==> config.mk <==
export PLATFORM = sky130hd
export DESIGN_NAME = serial_adder
export DESIGN_NICKNAME = d
export VERILOG_FILES = /design/src/rtl/serial_adder.sv
export SDC_FILE = /design/constraint.sdc
export NUM_CORES = 1
export LEC_CHECK = 0
export CORE_UTILIZATION = 32
export CTS_CLUSTER_SIZE = 30
export DETAILED_ROUTE_END_ITERATION = 16
export MAX_ROUTING_LAYER = met4
export SETUP_SLACK_MARGIN = 0.5
export SLEW_MARGIN = 20
export SYNTH_ARGS = -nofsm -noshare
export SYNTH_HDL_FRONTEND = slang
export SYNTH_SLANG_ARGS = --single-unit
==> constraint.sdc <==
create_clock -name clk -period 3.5 [get_ports clk]
set_input_delay 0.875 -clock clk [delete_from_list [all_inputs] [get_ports clk]]
set_output_delay 0.875 -clock clk [all_outputs]
set_load 0.1 [all_outputs]
==> src/rtl/serial_adder.sv <==
// serial_adder: bit-serial adder, LSB first, one bit per clock.
// A single full-adder cell and a 1-bit carry flop walk through the operands;
// the partial sum is collected in an internal shift register and copied to
// the sum/cout outputs only on the final RUN edge, so the outputs hold the
// previous result for the whole operation.
//
// Ports:
//   clk   - clock, all state updates on rising edge
//   rst   - asynchronous active-high reset
//   start - request; accepted in IDLE or FIN (back-to-back)
//   a, b  - operands, captured only on an accepted start
//   busy  - high exactly while in RUN
//   done  - one-cycle pulse (FIN) marking a new sum/cout
//   sum   - registered (a+b) mod 2^WIDTH
//   cout  - registered carry out of bit WIDTH-1
module serial_adder #(
    parameter int WIDTH = 8
) (
    input  logic             clk,
    input  logic             rst,
    input  logic             start,
    input  logic [WIDTH-1:0] a,
    input  logic [WIDTH-1:0] b,
    output logic             busy,
    output logic             done,
    output logic [WIDTH-1:0] sum,
    output logic             cout
);

    localparam int CW = (WIDTH > 1) ? $clog2(WIDTH) : 1;
    // Internal result register only needs the WIDTH-1 bits gathered before
    // the final edge; the last bit goes straight to sum.
    localparam int RW = (WIDTH > 1) ? WIDTH - 1 : 1;

    typedef enum logic [1:0] {
        IDLE = 2'd0,
        RUN  = 2'd1,
        FIN  = 2'd2
    } state_t;

    state_t state, state_nxt;

    logic [WIDTH-1:0] a_sh, b_sh;
    logic [RW-1:0]    res, res_nxt;
    logic [WIDTH-1:0] full_nxt;
    logic [CW-1:0]    cnt;
    logic             carry;
    logic             s, c_nxt;
    logic             last;
    logic             load;

    // full-adder cell
    assign s     = a_sh[0] ^ b_sh[0] ^ carry;
    assign c_nxt = (a_sh[0] & b_sh[0]) | (carry & (a_sh[0] ^ b_sh[0]));

    assign last = (cnt == CW'(WIDTH - 1));
    assign load = start && (state == IDLE || state == FIN);

    // Result vector as it will look after this edge's bit is shifted in.
    generate
        if (WIDTH > 1) begin : g_wide
            assign full_nxt = {s, res};
            assign res_nxt  = full_nxt[WIDTH-1:1];
        end else begin : g_one
            assign full_nxt = s;
            assign res_nxt  = 1'b0;
        end
    endgenerate

    always_ff @(posedge clk or posedge rst) begin
        if (rst) state <= IDLE;
        else     state <= state_nxt;
    end

    always_comb begin
        state_nxt = state;
        busy      = 1'b0;
        done      = 1'b0;
        case (state)
            IDLE: if (start) state_nxt = RUN;
            RUN: begin
                busy = 1'b1;
                if (last) state_nxt = FIN;
            end
            FIN: begin
                done      = 1'b1;
                state_nxt = start ? RUN : IDLE;
            end
            default: state_nxt = IDLE;
        endcase
    end

    always_ff @(posedge clk or posedge rst) begin
        if (rst) begin
            a_sh  <= '0;
            b_sh  <= '0;
            res   <= '0;
            cnt   <= '0;
            carry <= 1'b0;
            sum   <= '0;
            cout  <= 1'b0;
        end else if (load) begin
            a_sh  <= a;
            b_sh  <= b;
            cnt   <= '0;
            carry <= 1'b0;
        end else if (state == RUN) begin
            a_sh  <= a_sh >> 1;
            b_sh  <= b_sh >> 1;
            res   <= res_nxt;
            carry <= c_nxt;
            cnt   <= cnt + CW'(1);
            if (last) begin
                sum  <= full_nxt;
                cout <= c_nxt;
            end
        end
    end

endmodule

=== Yosys cells after proc, flatten, opt, wreduce, memory -nomap -nowiden ===
Index checks and enable logic that the tools add are counted.

* Input bits: 19
* Logic and storage cells: 41
* Register bits: 38

* Reductions and logical operators: 7
* Eq/ne operators: 5
* Bitwise logic cells: 6
* Muxes and demuxes: 14
* $add $sub $neg: 1

{| class="wikitable"
|+ Operators with widths
! operator !! number
|-
| $mux 8 || 4
|-
| $mux 3 || 2
|-
| $pmux 2 s3 || 1
|-
| $mux 1 || 5
|-
| $mux 2 || 2
|-
| $ne 2x2->1 const B || 2
|-
| $reduce_and 2->1 || 2
|-
| $add 3x1->3 const B || 1
|-
| $eq 3x3->1 const B || 1
|-
| $reduce_and 3->1 || 1
|-
| $and 1x1->1 || 2
|-
| $eq 2x1->1 const B || 1
|-
| $eq 2x2->1 const B || 1
|-
| $logic_not 2->1 || 1
|-
| $reduce_bool 2->1 || 1
|-
| $xor 1x1->1 || 2
|-
| $logic_and 1x1->1 || 1
|-
| $logic_or 1x1->1 || 1
|-
| $not 1->1 || 1
|-
| $or 1x1->1 || 1
|}

=== Depth between registers and ports, before layout ===
* Word-level depth: 5
* Mapped depth: 5
* Depth with buffers taken out: 5

=== Worst setup path after synthesis ===
Ideal clock, no wire load.

* Path type: reg2out
* Start point: register state[1]
* End point: output done
* Stages on the path, launching flop included: 4
* Arrival: 2.071 ns
* Data required time: 2.625 ns
* Path buffers: 2
* Slack: 0.554 ns
* Path through: dfrtp_1 -> buf_6 -> buf_2 -> nor2b_1

* Cells in the longest elaborated chain, start to end: 2

{| class="wikitable"
|+ Ends and longest elaborated chain
! element !! RTL line !! source
|-
| start, declared || 41 || <nowiki>state_t state, state_nxt;</nowiki>
|-
| start signal, assigned || 72 || <nowiki>else state <= state_nxt;</nowiki>
|-
| $eq 2x2->1 || 79 || <nowiki>case (state)</nowiki>
|-
| $mux 1 || 79 ||
|-
| end, declared || 25 || <nowiki>output logic done,</nowiki>
|}

Every way passes these cells.

=== Worst setup path after layout ===
* Start point: register state[1]
* End point: output busy

* Cells in the longest elaborated chain, start to end: 2

{| class="wikitable"
|+ Ends and longest elaborated chain
! element !! RTL line !! source
|-
| $eq 2x1->1 || 79 ||
|-
| $mux 1 || 79 ||
|-
| end, declared || 24 || <nowiki>output logic busy,</nowiki>
|}

Every way passes these cells.

==> impl_metrics.toml <==
[grt]
grt_pass1_wl_microns = 5950
antenna_found_initial = 0
overflow = 0
grt.total_usage_pct = 13.2
grt_pass1_vias = 1244
grt_max_degree = 39

[clock_tree]
cts_made_buffers = 5
clk_pin_slew_worst_paths_ns = 0.08
root_buffer = "sky130_fd_sc_hd__clkbuf_8"
insertion_delay_ns = 0.29
clk_path_buf_depth = 2
cts_setup_buffers = 0
cts.htree.levels = 2
tritoncts_clock_tree = "done"
cts.sinks = 38
cts_resized = 0
cts.hold.buffers_added = 0

[critical_path]
cpMostUsedCell = "sky130_fd_sc_hd__buf_4"
critical_path.cell_chain = "buf_4 -> nand2b_4 -> clkinv_4 -> buf_4"
cp.required_ns = 2.62
worst-endpoint-arrival_ns = 1.59
cp_slowest_cell = "sky130_fd_sc_hd__dfrtp_1"
critical_path_peak_fanout = 19
end_kind = "output port"
critical_path.max_stage_delay_ns = 0.33
critical_path_class = "reg -> out"
cp-start-kind = "flip-flop"

[sta]
finalClockSkew_ns = 0.00541
hold_ws_ns = 0.480
min_period_over_period_pct = 70.4
final-max-slew-violation-count = 0
fin_setup_tns_ns = 0
finalHoldViolations = 0
maxSlewHeadroom_pct = 67.5
fmax_mhz = 406
min_period_ns = 2.46
report.final.setup_viol = 0
slew_at_the_pin_closest_to_its_max_slew_limit_ns = 0.488
rsz0062_at_grt = "false"

[layout]
antenna_cells = 0
fill_cells = 562
multi_input_comb_area_sq_um = 805
post_route_cells_drive_above_1_share_pct = 19.8
nets = 218
seq_cell_area_sq_um = 951
layout-area-overhead-vs-synth_pct = 25.6

[floorplan]
chipHeight_microns = 77.8
core_area_sq_um = 5540
placementRows = 27
die_x_microns = 77.8
floorplan.die_area_sq_um = 6060
io_pins = 30
initial_utilization_pct = 33.2

[detailed_routing]
initial_drt_pass_iterations = 4
route.detailed.vias_per_inst = 4.61
remaining_drc_errors = 0
drt.antenna.violating_nets = 0
detailedRoute.firstIterationViolations = 53
postRouteWirelength_microns = 3400
routedWlPerCell_microns = 12.7
detailroute.via_count = 1240

[synthesis]
post-synth-top-count-cell = "sky130_fd_sc_hd__dfrtp_1"
netlist_area_sq_um = 1840
synthArstFlopShare_pct = 100
synth_largest_type_area_fraction_pct = 51.7
synth_cells = 165
yosys.area.top_type = "sky130_fd_sc_hd__dfrtp_1"
synth.net_count = 187
yosys_register_bits = 38
netlist-cell-type-count = 26
sequential_to_total_area_share_from_yosys_stat_pct = 51.7
synth_enable_flop_cells = 0
synth_top_cells_by_count = "sky130_fd_sc_hd__dfrtp_1 (38), sky130_fd_sc_hd__nand2_1 (26), sky130_fd_sc_hd__a21oi_1 (13)"
syn_area_per_cell_sq_um = 11.2
synthFlopType = "sky130_fd_sc_hd__dfrtp_1"
synth_top_cells_by_area = "sky130_fd_sc_hd__dfrtp_1 (52%), sky130_fd_sc_hd__mux2_4 (7.3%), sky130_fd_sc_hd__mux2i_1 (6.5%)"
yosysWarningCount = 0

[place]
gp_congestion = 0.719
io_buffers = 29
detailed_place_hpwl_microns = 2300

[power]
vdd_drop_max_uv = 521
power.static_leakage_nw = 1.05
power_density_nw_per_um2 = 1020

[outcome]
run_status = "completed"

[flow_run]
cap_viol_max_count = 0

[min_path]
timing.hold.worst.class = "reg -> reg"
final cells by class:
type / count / area share [%]
Sequential cell: 38 / 41.1
Multi-Input combinational cell: 111 / 34.8
Timing Repair Buffer: 34 / 13.0
Tap cell: 72 / 3.90
Clock buffer: 5 / 2.98
Clock inverter: 3 / 2.98
Inverter: 6 / 1.19
critical path, delay by kind of cell (launching register included):
kind | cells | cell delay (ns)
buffers and inverters | 3 | 0.68
DFF | 1 | 0.33
and+or+nand+nor | 1 | 0.28
routing by layer:
| layer | track usage [%] | share of wire, % | wire [microns] | vias to the layer above |
|---|---|---|---|---|
| met5 | - | 0 | 0 | - |
| met2 | 19.0 | 48 | 1620 | 12 |
| met1 | 17.0 | 48 | 1650 | 601 |
| li1 | - | - | - | 622 |
| met3 | 3.53 | 2.2 | 74 | 5 |
| met4 | 6.23 | 1.9 | 63 | 0 |
metrics by stage:
step / worst slack [ns] / cell area (sq um) / cells / total power, mW / utilization, %
6_report: 1.04 / 2310 / 269 / 2.36 / 41.7
5_1_grt: 0.943 / 2310 / 269 / 2.51 / 41.7
4_1_cts: 1.01 / 2310 / 269 / 2.39 / 41.7
3_5_place_dp: 1.13 / 2170 / 261 / 1.93 / 39.2
3_3_place_gp: 1.15 / 2170 / 261 / 1.90 / 39.2
2_1_floorplan: 0.554 / 1840 / 165 / 1.70 / -
where the power goes:
group | internal (mW) | leakage, nW | switching, mW | total (mW)
Combinational | 0.397 | 0.510 | 0.731 | 1.13
Sequential | 0.644 | 0.467 | 0.138 | 0.782
Clock | 0.286 | 0.0683 | 0.160 | 0.445
flip-flops by register name (all words and copies together) (netlist names):
name / cells
a_sh: 8
b_sh: 8
sum: 8
res: 7
cnt: 3
state: 2
carry: 1
cout: 1
layout by cell type (no fill, tap or decap):
master                            instances
sky130_fd_sc_hd__xnor2_1                  1
sky130_fd_sc_hd__buf_4                   16
sky130_fd_sc_hd__nand3b_1                 1
sky130_fd_sc_hd__nor2b_1                 11
sky130_fd_sc_hd__mux2i_1                 12
sky130_fd_sc_hd__mux2_4                   9
sky130_fd_sc_hd__inv_1                    5
sky130_fd_sc_hd__and2_1                   1
sky130_fd_sc_hd__o22ai_1                  3
sky130_fd_sc_hd__nand2_8                  1
sky130_fd_sc_hd__o21ai_0                  8
sky130_fd_sc_hd__fa_1                     1
sky130_fd_sc_hd__nand2b_1                 5
sky130_fd_sc_hd__nand3_1                  2
sky130_fd_sc_hd__a211oi_1                10
sky130_fd_sc_hd__dfrtp_1                 38
sky130_fd_sc_hd__clkbuf_8                 5
sky130_fd_sc_hd__ha_1                     2
sky130_fd_sc_hd__a21o_1                   1
sky130_fd_sc_hd__nand2_1                 26
sky130_fd_sc_hd__clkdlybuf4s50_1         18
sky130_fd_sc_hd__clkinv_4                 2
sky130_fd_sc_hd__mux2_2                   3
sky130_fd_sc_hd__bufinv_16                2
sky130_fd_sc_hd__a21oi_1                 13
sky130_fd_sc_hd__nand2b_4                 1
cells by family after synthesis:
logic type	after synthesis	synth area share, %
compound gates	35	11.2
xor+xnor	1	0.476
fa+ha+maj	3	2.45
buf+inv	16	4.62
flops	38	51.7
mux	24	15.7
simple gates	48	13.9
final timing paths:
path / slack, ns / endpoint / startpoint / depth (start not counted)
worst max register to register: 1.87 / sum[0]$_DFFE_PP0P_ / state[1]$_DFFE_PP0P_ / 5
max in group asynchronous: 2.16 / sum[1]$_DFFE_PP0P_ / rst / 3
worst min register to register: 0.48 / a_sh[6]$_DFFE_PP0P_ / a_sh[6]$_DFFE_PP0P_ / 1
worst min-delay path: 0.48 / a_sh[6]$_DFFE_PP0P_ / a_sh[6]$_DFFE_PP0P_ / 1
min in group asynchronous: 0.99 / b_sh[1]$_DFFE_PP0P_ / rst / 3
worst max-delay path: 1.04 / busy / state[1]$_DFFE_PP0P_ / 4
(Power assumes the default switching activity.)
